## src/rtl/puzzle_board_ctrl.sv

```systemverilog
// rtl/puzzle_board_ctrl.sv - sliding-puzzle board owner: init, shuffle, player moves, solved detect, tile read port
// Define MOVE_COUNT_EN to build the player move counter; otherwise move_count is tied to 0.
module puzzle_board_ctrl #(
   parameter int unsigned SHUFFLE_MOVES = 256,
   parameter logic [15:0] LFSR_SEED     = 16'hACE1
) (
   input  logic        clk,
   input  logic        rst,
   input  logic [2:0]  board_size,
   input  logic        is_game_on,
   input  logic        click,
   input  logic [1:0]  click_row,
   input  logic [1:0]  click_col,
   input  logic [1:0]  rd_row,
   input  logic [1:0]  rd_col,
   output logic [3:0]  rd_tile,
   output logic        busy,
   output logic        solved,
   output logic [15:0] move_count
);
   typedef enum logic [2:0] {
      S_IDLE, S_INIT, S_SHUFFLE, S_PLAY, S_SWAP, S_CHECK, S_SOLVED
   } state_t;

   state_t      state, state_next;
   logic [3:0]  cells [16];
   logic [1:0]  br, bc, sel_r, sel_c;
   logic [2:0]  n, n_req;
   logic [15:0] shuf_cnt, lfsr;
   logic        lfsr_fb, abort;
   logic [1:0]  tr, tc;
   logic        t_ok, click_in, click_adj, click_ok, board_ok;

   assign lfsr_fb  = lfsr[15] ^ lfsr[13] ^ lfsr[12] ^ lfsr[10];
   assign abort    = (state != S_IDLE) && !is_game_on;
   assign busy     = (state == S_INIT) || (state == S_SHUFFLE) || (state == S_SWAP) || (state == S_CHECK);
   assign solved   = (state == S_SOLVED);

   always_comb begin
      n_req = board_size;
      if (board_size < 3'd2)
         n_req = 3'd2;
      else if (board_size > 3'd4)
         n_req = 3'd4;
   end

   // Shuffle candidate: neighbour of the blank in the LFSR-selected direction.
   always_comb begin
      tr   = br;
      tc   = bc;
      t_ok = 1'b0;
      case (lfsr[1:0])
         2'd0: begin tr = br - 2'd1; t_ok = (br != 2'd0); end
         2'd1: begin tr = br + 2'd1; t_ok = (({1'b0, br} + 3'd1) < n); end
         2'd2: begin tc = bc - 2'd1; t_ok = (bc != 2'd0); end
         default: begin tc = bc + 2'd1; t_ok = (({1'b0, bc} + 3'd1) < n); end
      endcase
   end

   // 3-bit arithmetic so coordinate 3 never wraps to 0 when testing adjacency.
   assign click_in  = ({1'b0, click_row} < n) && ({1'b0, click_col} < n);
   assign click_adj = ((click_row == br) &&
                       (({1'b0, click_col} == {1'b0, bc} + 3'd1) || ({1'b0, click_col} + 3'd1 == {1'b0, bc}))) ||
                      ((click_col == bc) &&
                       (({1'b0, click_row} == {1'b0, br} + 3'd1) || ({1'b0, click_row} + 3'd1 == {1'b0, br})));
   assign click_ok  = click && click_in && click_adj;

   always_comb begin
      board_ok = ({1'b0, br} == n - 3'd1) && ({1'b0, bc} == n - 3'd1);
      for (int r = 0; r < 4; r++) begin
         for (int c = 0; c < 4; c++) begin
            if ((3'(r) < n) && (3'(c) < n) && !((3'(r) == n - 3'd1) && (3'(c) == n - 3'd1)) &&
                (cells[r*4+c] != 4'(r * int'(n) + c + 1)))
               board_ok = 1'b0;
         end
      end
   end

   always_comb begin
      state_next = state;
      case (state)
         S_IDLE:    if (is_game_on) state_next = S_INIT;
         S_INIT:    state_next = S_SHUFFLE;
         S_SHUFFLE: if ((shuf_cnt == 16'd0) && !board_ok) state_next = S_PLAY;
         S_PLAY:    if (click_ok) state_next = S_SWAP;
         S_SWAP:    state_next = S_CHECK;
         S_CHECK:   state_next = board_ok ? S_SOLVED : S_PLAY;
         S_SOLVED:  state_next = S_SOLVED;
         default:   state_next = S_IDLE;
      endcase
      if (abort)
         state_next = S_IDLE;
   end

   always_ff @(posedge clk) begin
      if (rst) begin
         state    <= S_IDLE;
         lfsr     <= LFSR_SEED;
         rd_tile  <= 4'd0;
         n        <= 3'd2;
         br       <= 2'd0;
         bc       <= 2'd0;
         sel_r    <= 2'd0;
         sel_c    <= 2'd0;
         shuf_cnt <= 16'd0;
         for (int i = 0; i < 16; i++)
            cells[i] <= 4'd0;
      end else begin
         state   <= state_next;
         lfsr    <= {lfsr[14:0], lfsr_fb};
         rd_tile <= cells[{rd_row, rd_col}];
         if (!abort) begin
            case (state)
               S_IDLE: if (is_game_on) n <= n_req;
               S_INIT: begin
                  for (int r = 0; r < 4; r++) begin
                     for (int c = 0; c < 4; c++) begin
                        if ((3'(r) < n) && (3'(c) < n) && !((3'(r) == n - 3'd1) && (3'(c) == n - 3'd1)))
                           cells[r*4+c] <= 4'(r * int'(n) + c + 1);
                        else
                           cells[r*4+c] <= 4'd0;
                     end
                  end
                  br       <= 2'(n - 3'd1);
                  bc       <= 2'(n - 3'd1);
                  shuf_cnt <= 16'(SHUFFLE_MOVES);
               end
               S_SHUFFLE: begin
                  if (shuf_cnt == 16'd0) begin
                     // A shuffle that lands back on the solution keeps going one move at a time.
                     if (board_ok)
                        shuf_cnt <= 16'd1;
                  end else if (t_ok) begin
                     cells[{br, bc}] <= cells[{tr, tc}];
                     cells[{tr, tc}] <= 4'd0;
                     br       <= tr;
                     bc       <= tc;
                     shuf_cnt <= shuf_cnt - 16'd1;
                  end
               end
               S_PLAY: begin
                  if (click_ok) begin
                     sel_r <= click_row;
                     sel_c <= click_col;
                  end
               end
               S_SWAP: begin
                  cells[{br, bc}]       <= cells[{sel_r, sel_c}];
                  cells[{sel_r, sel_c}] <= 4'd0;
                  br <= sel_r;
                  bc <= sel_c;
               end
               default: ;
            endcase
         end
      end
   end

`ifdef MOVE_COUNT_EN
   logic [15:0] move_cnt;

   always_ff @(posedge clk) begin
      if (rst)
         move_cnt <= 16'd0;
      else if ((state == S_IDLE) && is_game_on)
         move_cnt <= 16'd0;
      else if ((state == S_SWAP) && !abort && (move_cnt != 16'hFFFF))
         move_cnt <= move_cnt + 16'd1;
   end

   assign move_count = move_cnt;
`else
   assign move_count = 16'd0;
`endif

endmodule

```

## config.mk

```make
export PLATFORM = sky130hd
export DESIGN_NAME = puzzle_board_ctrl
export DESIGN_NICKNAME = d
export VERILOG_FILES = /design/src/rtl/puzzle_board_ctrl.sv
export SDC_FILE = /design/constraint.sdc
export NUM_CORES = 1
export LEC_CHECK = 0
export CORE_ASPECT_RATIO = 0.6
export CORE_MARGIN = 2
export CORE_UTILIZATION = 50
export DETAILED_ROUTE_END_ITERATION = 7
export PLACE_DENSITY = 0.68
export REMOVE_ABC_BUFFERS = 1
export SETUP_SLACK_MARGIN = 0.1
export SLEW_MARGIN = 20
export SYNTH_ARGS = -nofsm -noshare
export SYNTH_HDL_FRONTEND = slang
export SYNTH_SLANG_ARGS = --single-unit
export TNS_END_PERCENT = 5
```

## constraint.sdc

```tcl
create_clock -name clk -period 3.7 [get_ports clk]
set_input_delay 0.925 -clock clk [delete_from_list [all_inputs] [get_ports clk]]
set_output_delay 0.925 -clock clk [all_outputs]
set_load 0.02 [all_outputs]
```

==> results.txt <==
The flow ran to the end, and the final reports show no timing, DRC or antenna violations. The cell that appears most often on the critical path is sky130_fd_sc_hd__o21ai_0. The initial detailed-routing violation count is 1200. The cell count after synthesis came out at 992. Of the post-synthesis cell area, the dominant cell type holds 0.268. The initial cell density of the core is 0.512. The average wire length per cell after detail routing came out at 23.9 um. In this run, synthesis inferred 0 flip-flops with an integrated enable. The largest total area in the synthesized netlist belongs to sky130_fd_sc_hd__dfxtp_1. The number of global-route vias before repair came out at 7796. The clock passes through at most 2 buffers. Counting the buffers created by CTS gives 17. The die is 107 um tall. The register bit count reported by yosys is 118. The die covers 0.0188 sq mm. The max-slew violation count came to 0. The tree is rooted in a sky130_fd_sc_hd__clkbuf_16. The wire-length estimate of the detail-placed layout is 22700 um. The final worst-path cycle share came out at 0.957. The worst path setup slack after routing is 0.159 ns. 0 antenna diodes ended up in the layout. The worst setup path is launched from a flip-flop. The CTS tree is yes. The count of different cell masters after synthesis is 84. During I/O placement, the number of pins put on the boundary was 37. The share of synthesized registers carrying an async set or reset is 0. The slew at the pin closest to its max-slew limit is 1.09 ns. The number of hold-repair buffers added at the cts stage is 0.

The kind of path behind the tightest hold check is reg2reg. Among all flip-flop cells after synthesis, the most frequent one is sky130_fd_sc_hd__dfxtp_1. The x dimension of the die came out at 175 um. The detail-routed via count per cell came out at 6.64. The first global-routing pass estimated 46900 um of wire. The final weighted congestion in routability-driven placement is 0.994.

The clock arrives with 0.0122 ns of skew. The static power due to leakage is 3.78 nW. The finished cells cover 0.0100 sq mm. Excluding fillers, the count of instances in the completed layout stands at 1276.

The via count came out at 8469. The number of remaining DRC errors came out at 0. The max capacitance violation total is 0. The worst vdd rail ir drop came out at 0.390 mV. The post-detailed-placement cell area is 0.00944 sq mm. The post-synth design cell area is 0.00882 sq mm.

The setup path with the least slack is of type reg2reg. The yosys synthesis warning count is 0. The most frequent cell after synthesis is sky130_fd_sc_hd__dfxtp_1. The pin count of the biggest net entering global routing is 48.

The share of the yosys chip area belonging to registers came out at 0.268. The remaining global-route overflow came out at 0. The final net count is 1082. The critical path goes through inv_1, ha_1, xnor2_1, nand2_1, or3_1, a311oi_1, nor4bb_1, a21boi_2, o21ai_0, o21ai_0. The total wire length after detailed routing is 30500 um. The accumulated negative setup slack came out at 0 ns. The cell area power density is 651 mW/mm^2. Derived from the worst setup path, the maximum achievable clock frequency is 282 MHz. The commonest cells after synthesis are sky130_fd_sc_hd__dfxtp_1, sky130_fd_sc_hd__nor2_1, sky130_fd_sc_hd__a21oi_1. The clock transition at the registers of the reported paths came out at 0.06 ns. The worst stage delay on the critical path is 0.62 ns.

The growth of design area from synthesis to finish is 13.8%. The final critical delay including setup and external delays came out at 3.54 ns. The core region area is 0.0172 sq mm. The final number of hold-violating endpoints came out at 0.

The final number of setup-violating endpoints is 0. For this run, the detailed router's first-pass iteration total came to 6. The ratio of cells with drive above 1 in the final layout is 0.166.

The slowest stage of the critical path is the sky130_fd_sc_hd__ha_1 cell. The number of antenna violations at the first check in global routing is 0. The instance count after placement with tap cells included came out at 1244.

The floorplan has 37 rows. The mean instance size in the synthesized netlist came out at 8.89 sq um. Once layout is complete, the utilization of the core stands at 0.583. The pre-CTS setup slack is 0.217 ns. Along the worst path, the maximum fanout reaches 12. In the global route stage, overall resource usage came out at 0.332. Buffers placed on the I/O ports in this run total 20. The number of H-tree levels came out at 4. In this run the tightest slew margin relative to its limit is 0.271. Setup repair after global routing could not meet its margin everywhere. The clock sink total came out at 118. For the worst-skew pair, the clock arrives at the later sink with an insertion delay of 0.44 ns. By area the synthesized netlist is led by sky130_fd_sc_hd__dfxtp_1, sky130_fd_sc_hd__mux4_2, sky130_fd_sc_hd__ha_1. The count of nets left with antenna violations after detail routing is 0. The capturing element type of the critical path is a flip-flop. The required arrival time at the worst endpoint is 3.97 ns. Data arrives at the worst endpoint at 3.81 ns.
[critical path, delay by kind of cell, from the launching register on]
family          cells  cell delay [ns]
simple gates        3             0.86
compound gates      4             1.17
buf+inv             1             0.10
flops               1             0.45
xor+xnor            1             0.18
fa+ha+maj           1             0.62
[worst paths after layout]
kind | from | to | slack (ns) | cells after the start
min | lfsr[6]$_SDFF_PP1_ | lfsr[7]$_SDFF_PP1_ | 0.41 | 1
max | n[1]$_SDFFE_PP1P_ | shuf_cnt[7]$_SDFFE_PP0P_ | 0.16 | 10
min reg2reg | lfsr[6]$_SDFF_PP1_ | lfsr[7]$_SDFF_PP1_ | 0.41 | 1
max reg2reg | n[1]$_SDFFE_PP1P_ | shuf_cnt[7]$_SDFFE_PP0P_ | 0.16 | 10
[cell families after synthesis]
family	after synthesis	synth area share
muxes	91	0.174
adders and majority gates	38	0.0556
buffers and inverters	106	0.0603
DFF	118	0.268
and+or+nand+nor	336	0.187
xor gates and xnor gates	61	0.0718
AOI/OAI and AO/OA	241	0.183
other	1	0.000425
[power by group]
group,switching [W],internal (W)
Combinational,0.00196,0.00126
Sequential,0.000199,0.00140
Clock,0.000652,0.00106
[placed cells by master (no fill, tap or decap), types with 23 or more instances in the layout]
cell                       synthesis  routed
sky130_fd_sc_hd__dfxtp_1         118     118
sky130_fd_sc_hd__nor2_1          111     111
sky130_fd_sc_hd__a21oi_1          89      88
sky130_fd_sc_hd__nand2_1          60      60
sky130_fd_sc_hd__buf_4            20      58
sky130_fd_sc_hd__mux4_2           45      45
sky130_fd_sc_hd__mux2i_1          40      40
sky130_fd_sc_hd__nand3_1          36      36
sky130_fd_sc_hd__ha_1             36      36
sky130_fd_sc_hd__nor3_1           30      30
sky130_fd_sc_hd__xnor2_1          29      29
sky130_fd_sc_hd__a211oi_1         29      29
sky130_fd_sc_hd__inv_1            27      27
sky130_fd_sc_hd__nor2b_1          24      24
sky130_fd_sc_hd__o21ai_0          23      23
sky130_fd_sc_hd__xor2_1           23      23
[state kept, by name, summed over array words and instances, names as in the netlist, named ones only]
signal and flops:
state 3, bc 2, cells 64, sel_r 2
shuf_cnt 16, sel_c 2, rd_tile 4, lfsr 16
n 3, br 2
[layer usage]
layer | up-vias | wire, um | share of wire | GRT usage
met1 | 4043 | 13200 | 0.43 | 0.493
li1 | 3725 | - | - | -
met2 | 629 | 11800 | 0.39 | 0.442
met3 | 72 | 4880 | 0.16 | 0.130
met4 | 0 | 607 | 0.020 | 0.0868
met5 | - | 0 | 0 | 0.0111
[layout make-up]
cell class / count / area [sq um]
Fill cell: 1542 / 7180
Clock inverter: 12 / 154
Timing Repair Buffer: 80 / 671
Inverter: 29 / 109
Tap cell: 234 / 293
Clock buffer: 20 / 437
Sequential cell: 118 / 2360
Multi-Input combinational cell: 783 / 6010
[per-stage QoR]
| stage | hold WS [ns] | power [W] |
|---|---|---|
| after global placement | 0.390 | 0.00467 |
| final | 0.408 | 0.00653 |
| after floorplan | 0.389 | 0.00358 |
| after detailed placement | 0.397 | 0.00468 |
| after global routing | 0.427 | 0.00679 |
| after CTS | 0.409 | 0.00639 |
[what timing repair did]
item,CTS,global route
setup endpoints to repair,0,27
gates resized for setup,0,2
buffers inserted,0,0
(Power assumes the default switching activity.)
